`config.mk`:
```
export PLATFORM = sky130hd
export DESIGN_NAME = div_seq_ctrl
export DESIGN_NICKNAME = d
export VERILOG_FILES = /design/src/rtl/div_seq_ctrl_pkg.sv /design/src/rtl/div_iter_step.sv /design/src/rtl/div_seq_ctrl.sv
export SDC_FILE = /design/constraint.sdc
export NUM_CORES = 1
export LEC_CHECK = 0
export ABC_AREA = 1
export CAP_MARGIN = 10
export CORE_MARGIN = 2
export CORE_UTILIZATION = 50
export DETAILED_ROUTE_END_ITERATION = 16
export GPL_ROUTABILITY_DRIVEN = 1
export GPL_TIMING_DRIVEN = 1
export PLACE_DENSITY = 0.7
export SYNTH_ARGS = -nofsm -noshare
export SYNTH_HDL_FRONTEND = slang
export SYNTH_SLANG_ARGS = --single-unit
export TNS_END_PERCENT = 100
```
`constraint.sdc`:
```
create_clock -name clk -period 18.5 [get_ports clk]
set_input_delay 5.55 -clock clk [delete_from_list [all_inputs] [get_ports clk]]
set_output_delay 5.55 -clock clk [all_outputs]
set_load 0.02 [all_outputs]
```
`src/rtl/div_seq_ctrl_pkg.sv`:
```
// Shared types and defaults for the sequential integer divider controller.
package div_seq_ctrl_pkg;

  typedef enum logic [2:0] {
    StIdle = 3'd0,
    StPrep = 3'd1,
    StCalc = 3'd2,
    StFix  = 3'd3,
    StDone = 3'd4
  } div_state_e;

  localparam int unsigned DivDataWDefault  = 32;
  localparam int unsigned DivCyclesDefault = DivDataWDefault;

endpackage

```
`src/rtl/div_iter_step.sv`:
```
// One restoring shift-subtract step: shift {rem,quo} left, subtract divisor, keep if no borrow.
module div_iter_step #(
  parameter int unsigned DATA_W = 32
) (
  input  logic [DATA_W-1:0] rem,
  input  logic [DATA_W-1:0] quo,
  input  logic [DATA_W-1:0] divisor_mag,
  output logic [DATA_W-1:0] rem_nxt,
  output logic [DATA_W-1:0] quo_nxt
);

  logic [DATA_W:0]   rem_sh;
  logic [DATA_W+1:0] diff;
  logic              borrow;

  always_comb begin
    rem_sh  = {rem, quo[DATA_W-1]};
    // Extra guard bit so the borrow is visible even when the shifted remainder uses bit DATA_W.
    diff    = {1'b0, rem_sh} - {2'b00, divisor_mag};
    borrow  = diff[DATA_W+1];
    quo_nxt = {quo[DATA_W-2:0], ~borrow};
    rem_nxt = borrow ? rem_sh[DATA_W-1:0] : diff[DATA_W-1:0];
  end

endmodule

```
`src/rtl/div_seq_ctrl.sv`:
```
// Multi-cycle signed/unsigned divide/modulo sequencer for the EX stage.
module div_seq_ctrl
  import div_seq_ctrl_pkg::*;
#(
  parameter int unsigned DATA_W     = DivDataWDefault,
  parameter int unsigned DIV_CYCLES = DATA_W
) (
  input  logic              clk,
  input  logic              reset,
  input  logic              req_valid,
  output logic              req_ready,
  input  logic              req_signed,
  input  logic              req_mod,
  input  logic [DATA_W-1:0] src1,
  input  logic [DATA_W-1:0] src2,
  input  logic              cancel,
  output logic              res_valid,
  output logic [DATA_W-1:0] res_data,
  input  logic              res_ack,
  output logic              busy
);

  localparam int unsigned CntW = (DIV_CYCLES > 1) ? $clog2(DIV_CYCLES) : 1;

  div_state_e state_q, state_d;

  logic [CntW-1:0]   cnt_q, cnt_d;
  logic [DATA_W-1:0] op_a_q, op_a_d;
  logic [DATA_W-1:0] op_b_q, op_b_d;
  logic [DATA_W-1:0] rem_q, rem_d;
  logic [DATA_W-1:0] quo_q, quo_d;
  logic [DATA_W-1:0] dmag_q, dmag_d;
  logic [DATA_W-1:0] res_q, res_d;
  logic              sgn_q, sgn_d;
  logic              mod_q, mod_d;
  logic              q_neg_q, q_neg_d;
  logic              r_neg_q, r_neg_d;

  logic [DATA_W-1:0] a_mag, b_mag;
  logic [DATA_W-1:0] rem_step, quo_step;
  logic              calc_last;
  logic              div_zero;

  assign calc_last = (cnt_q == CntW'(DIV_CYCLES - 1));
  assign div_zero  = (op_b_q == '0);

  div_iter_step #(
    .DATA_W (DATA_W)
  ) u_step (
    .rem         (rem_q),
    .quo         (quo_q),
    .divisor_mag (dmag_q),
    .rem_nxt     (rem_step),
    .quo_nxt     (quo_step)
  );

  always_ff @(posedge clk or posedge reset) begin
    if (reset) begin
      state_q <= StIdle;
    end else begin
      state_q <= state_d;
    end
  end

  always_comb begin
    state_d = state_q;
    if (cancel) begin
      state_d = StIdle;
    end else begin
      unique case (state_q)
        StIdle:  if (req_valid) state_d = StPrep;
        StPrep:  state_d = div_zero ? StDone : StCalc;
        StCalc:  if (calc_last) state_d = StFix;
        StFix:   state_d = StDone;
        StDone:  if (res_ack) state_d = StIdle;
        default: state_d = StIdle;
      endcase
    end
  end

  always_comb begin
    req_ready = (state_q == StIdle);
    busy      = (state_q != StIdle);
    res_valid = (state_q == StDone);
  end

  assign res_data = res_q;

  // Datapath next-state; a cancel freezes everything so stale work cannot reach res_q.
  always_comb begin
    op_a_d  = op_a_q;
    op_b_d  = op_b_q;
    sgn_d   = sgn_q;
    mod_d   = mod_q;
    rem_d   = rem_q;
    quo_d   = quo_q;
    dmag_d  = dmag_q;
    cnt_d   = cnt_q;
    q_neg_d = q_neg_q;
    r_neg_d = r_neg_q;
    res_d   = res_q;
    a_mag   = (sgn_q && op_a_q[DATA_W-1]) ? ('0 - op_a_q) : op_a_q;
    b_mag   = (sgn_q && op_b_q[DATA_W-1]) ? ('0 - op_b_q) : op_b_q;
    if (!cancel) begin
      unique case (state_q)
        StIdle: begin
          if (req_valid) begin
            op_a_d = src1;
            op_b_d = src2;
            sgn_d  = req_signed;
            mod_d  = req_mod;
          end
        end
        StPrep: begin
          q_neg_d = sgn_q & (op_a_q[DATA_W-1] ^ op_b_q[DATA_W-1]);
          r_neg_d = sgn_q & op_a_q[DATA_W-1];
          if (div_zero) begin
            res_d = mod_q ? op_a_q : '1;
          end else begin
            rem_d  = '0;
            quo_d  = a_mag;
            dmag_d = b_mag;
            cnt_d  = '0;
          end
        end
        StCalc: begin
          rem_d = rem_step;
          quo_d = quo_step;
          cnt_d = cnt_q + CntW'(1);
        end
        StFix: begin
          if (mod_q) res_d = r_neg_q ? ('0 - rem_q) : rem_q;
          else       res_d = q_neg_q ? ('0 - quo_q) : quo_q;
        end
        default: ;
      endcase
    end
  end

  always_ff @(posedge clk or posedge reset) begin
    if (reset) begin
      op_a_q  <= '0;
      op_b_q  <= '0;
      sgn_q   <= 1'b0;
      mod_q   <= 1'b0;
      rem_q   <= '0;
      quo_q   <= '0;
      dmag_q  <= '0;
      cnt_q   <= '0;
      q_neg_q <= 1'b0;
      r_neg_q <= 1'b0;
      res_q   <= '0;
    end else begin
      op_a_q  <= op_a_d;
      op_b_q  <= op_b_d;
      sgn_q   <= sgn_d;
      mod_q   <= mod_d;
      rem_q   <= rem_d;
      quo_q   <= quo_d;
      dmag_q  <= dmag_d;
      cnt_q   <= cnt_d;
      q_neg_q <= q_neg_d;
      r_neg_q <= r_neg_d;
      res_q   <= res_d;
    end
  end

endmodule

```
**Word-level counts from Yosys, hierarchy flattened**

Index checks and enable logic that the tools add are counted.

- Memories kept: 0
- Input port bits: 71
- Latch bits: 0
- Memory bits (read-only): 0
- Flip-flop bits (word level): 204
- Bits in writable memories: 0

- Reduce and logical (&&, ||, !) cells: 13
- Multipliers: 0
- Shift operators: 0
- Mux-type cells: 21
- $add $sub $neg: 6
- Order comparisons: 0
- Bitwise logic cells: 6
- Divide/modulo/power cells: 0
- Eq/ne operators: 10

Operators with widths:

| kind | number |
|---|---|
| 32-bit two-way mux | 10 |
| 32-bit one-hot mux with 2 select lines | 3 |
| 1-bit by 32-bit subtractor with 32-bit output, first input constant | 4 |
| 33-bit by 32-bit subtractor with 34-bit output | 1 |
| 32-bit zero test | 1 |
| 3-bit two-way mux | 5 |
| 3-bit one-hot mux with 5 select lines | 1 |
| 3-bit AND reduction | 5 |
| 5-bit one-hot mux with 2 select lines | 1 |
| 3-bit by 2-bit == test with 1-bit output, second input constant | 2 |
| 3-bit by 2-bit != test with 1-bit output, second input constant | 2 |
| 5-bit by 1-bit adder with 5-bit output, second input constant | 1 |
| 5-bit == test, second input constant | 1 |
| 5-bit two-way mux | 1 |
| 2-bit != test, second input constant | 2 |
| 2-bit nonzero test | 2 |
| 3-bit by 1-bit == test with 1-bit output, second input constant | 1 |
| 3-bit == test, second input constant | 1 |
| 3-bit zero test | 1 |
| 3-bit != test, second input constant | 1 |
| 1-bit NOT | 3 |
| 3-bit nonzero test | 1 |
| 1-bit bitwise AND | 2 |
| 1-bit logical AND | 2 |
| 2 further kinds | 2 |

**Logic depth before layout (Yosys ltp)**

- Depth after elaboration: 4
- Mapped depth: 17
- Depth with buffers taken out: 16

**Modules after synthesis**

From an unflattened synthesis, not the netlist that was laid out.

- Cells, all modules: 2533
- Area total of the unflattened synthesis: 15806.4 sq um

Modules (own cells, without submodules):

| module | cells an instance | instances | sequential area each (sq um) | area an instance (sq um) |
|---|---|---|---|---|
| div_seq_ctrl | 1863 | 1 | 5104.9 | 12448.2 |
| div_iter_step | 670 | 1 | 0.0 | 3358.2 |

**Worst setup path after synthesis**

No wires, ideal clock.

- Path type: reg-to-output
- Start point: register state_q[0]
- End point: output busy
- Path slack: 11.841 ns
- Stages on the path, launching flop included: 5
- Arrival: 1.109 ns
- Path buffers: 0
- Path through: dfrtp_1 nor2_1 inv_1 nor2_1 inv_1

- Cells in the longest elaborated chain, start to end: 1

Ends and longest elaborated chain:

| what | RTL line | source |
|---|---|---|
| start, declared | div_seq_ctrl.sv:25 | `div_state_e state_q, state_d;` |
| start signal, assigned | div_seq_ctrl.sv:59 | `state_q <= StIdle;` |
| start signal, assigned | div_seq_ctrl.sv:61 | `state_q <= state_d;` |
| 3-bit nonzero test | div_seq_ctrl.sv:83 | `busy = (state_q != StIdle);` |
| end, declared | div_seq_ctrl.sv:20 | `output logic busy` |

Every way passes these cells.

**Worst setup path after layout**

- Start point: register state_q[1]
- End point: output req_ready

- Cells in the longest elaborated chain, start to end: 1

Ends and longest elaborated chain:

| what | RTL line | source |
|---|---|---|
| 3-bit zero test | div_seq_ctrl.sv:82 | `req_ready = (state_q == StIdle);` |
| end, declared | div_seq_ctrl.sv:11 | `output logic req_ready,` |

Every way passes these cells.

==> results.yml <==
final_layout:
  drive_above_1_share_pct: 5.35
  nNetsFinal: 2467
  fillCellCount: 2964
  regArea_um2: 5100
  instances_no_fill: 2762
  finalCoreUtilization_pct: 57.7
  areaGrowthSynthToFinish_pct: 14.0
  antenna_cells: 0
  multi_input_area_um2: 8400
timing:
  rsz0062_at_grt: "no"
  drv_slew: 0
  finClkSkew_ns: 0.0365
  slew-limit-headroom_pct: 26.2
  max_freq_mhz: 131
  setup_viol: 0
  worst_slew_pin_slew_ns: 1.11
  setup_tns_ns: 0
  final.period_utilization_pct: 41.4
  final.min_clock_period_ns: 7.65
  hold_viol: 0
placed_design:
  dp.cells: 2721
  portBuffers: 105
  place.gp.congestion: 0.942
  dp_hpwl_mm: 36.2
detailed_routing:
  dr_total_vias: 15300
  drtIter0Drc: 1389
  wire_per_inst_um: 17.3
  postRouteWirelength_mm: 47.8
  drc_errors: 0
  via_per_inst: 5.54
  drt_first_pass_iters: 6
  ant_nets: 0
synth:
  synth_warnings: 0
  yosysSeqAreaShare_pct: 34.0
  avgSynthCellArea_um2: 6.56
  ys_seq_elements: 204
  postSynthCellCount: 2290
  synth-edff-count: 0
  synth.area.top_cells: "dfrtp_1 (34%), nand2_1 (17%), nand3_1 (10%), inv_1 (7.3%), nor2_1 (5.6%)"
  synth-main-ff-cell: "dfrtp_1"
  synth_area_leader_cell: "dfrtp_1"
  async_flop_share_pct: 100
  netlist_top_cells_count: "nand2_1 (689), nand3_1 (300), inv_1 (292)"
  synth.most_common_cell: "nand2_1"
  syn-num-nets: 2400
  synth_top_area_share_pct: 34.0
  synth_area_um2: 15000
  synth_cell_type_count: 48
floorplan:
  core_area_um2: 29600
  die_w_um: 177
  die_area_um2: 31400
  initial_core_util_pct: 50.7
  ioPinCount: 106
  row_count: 63
  die_h_um: 177
critical_path:
  path_max_fanout: 3
  start_kind: "register"
  end_kind: "output port"
  worstPathRequired_ns: 12.95
  path_class: "register to output port"
  cp.arrival_ns: 2.10
clock_network:
  cts_hold_buffers: 0
  clk_latency_ns: 0.55
  cts_buffers: 24
  cts.sinks: 204
  post-cts-setup-buffers: 0
  clockBufferDepth: 3
  path_clk_slew_ns: 0.06
  cts_resized: 0
  cts_tree: "built"
  ctsHtreeMaxLevel: 1
  clockRootBuffer: "clkbuf_16"
pwr:
  power.density_nw_per_um2: 176
  vdd_drop_max_v: 0.0000926
  leakage_uw: 0.00872
grt:
  grt_pass1_vias: 14100
  grt_overflow: 0
  antenna_found_initial: 0
  grt_first_pass_wirelength_mm: 76.3
  grtUsageTotal_pct: 30.7
  grt_max_degree: 137
job:
  drv_cap: 0
hold_path:
  hp-class: "register to register"
status:
  status: "complete, no violations"
==> cells by family after synthesis <==
group | Yosys count | synth area share (%)
simple gates | 1306 | 36.7
fa+ha+maj | 39 | 3.30
buf+inv | 377 | 10.2
compound gates | 297 | 11.6
xor+xnor | 52 | 3.03
mux | 15 | 1.12
flops | 204 | 34.0
==> routing by layer <==
layer | vias to the layer above | share of wire [%] | track usage, %
met3 | 79 | 6.6 | 3.71
li1 | 7519 | - | -
met4 | 0 | 2.5 | 7.68
met1 | 7143 | 48 | 46.5
met2 | 550 | 43 | 46.4
met5 | - | 0 | 0
==> critical path: stages (launching register included) <==
cell and delay (ns):
dfrtp_1 0.42, nor2_1 0.26, inv_1 0.11, nor2_1 0.14, clkdlybuf4s50_1 0.63
==> per-stage QoR <==
step	cell area, um2	power, uW	setup WS [ns]	hold WS, ns
finish	17100	3020	10.85	0.473
global route	17100	3280	10.78	0.500
CTS	17100	3000	10.84	0.475
detailed placement	16300	2490	10.53	0.466
global placement	16300	2460	10.62	0.461
floorplan	15000	1970	7.38	0.443
==> flip-flops by register name, summed over array words and instances, names as in the netlist, 3 cells and up <==
| register | flops |
|---|---|
| quo_q | 32 |
| cnt_q | 5 |
| dmag_q | 32 |
| op_b_q | 32 |
| res_data | 32 |
| op_a_q | 32 |
| state_q | 3 |
| rem_q | 32 |
==> path summary, 6_finish.rpt <==
check / from / endpoint / slack [ns] / depth (start not counted)
worst max-delay path: state_q[1]$_DFFE_PP0P_ / req_ready / 10.85 / 4
worst min-delay path: state_q[0]$_DFFE_PP0P_ / state_q[0]$_DFFE_PP0P_ / 0.47 / 1
worst max register to register: state_q[1]$_DFFE_PP0P_ / res_data[0]$_DFFE_PP0P_ / 14.48 / 9
worst min register to register: state_q[0]$_DFFE_PP0P_ / state_q[0]$_DFFE_PP0P_ / 0.47 / 1
max in group asynchronous: reset / quo_q[19]$_DFFE_PP0P_ / 11.31 / 3
min in group asynchronous: reset / op_b_q[8]$_DFFE_PP0P_ / 5.55 / 2
==> cells in the final DEF (no fill, tap or decap), drive strengths merged, types with 9 or more instances in the layout <==
cell type	Yosys	routed
nand2	693	693
nand3	302	302
inv	296	296
nor2	234	234
dfrtp	204	204
a21oi	119	119
o21ai	119	119
clkdlybuf4s50	0	105
ha	38	38
xor2	37	37
nand4	32	32
clkbuf	35	27
nor3	22	22
o211ai	17	17
xnor2	15	15
mux2	15	15
buf	44	15
a22oi	9	9
clkinv	2	9
==> cell type report <==
type / instances / area share (%)
sequential: 204 / 29.8
clock buffer: 27 / 3.63
multi-input combinational: 1709 / 49.1
tap: 390 / 2.85
clock inverter: 14 / 1.18
inverter: 298 / 6.59
timing repair buffer: 120 / 6.80
==> power breakdown <==
group          total (uW)  switching [uW]  internal, uW
clock network         497             199           298
logic                1730            1160           578
registers             789             169           620
(Power assumes the default switching activity.)
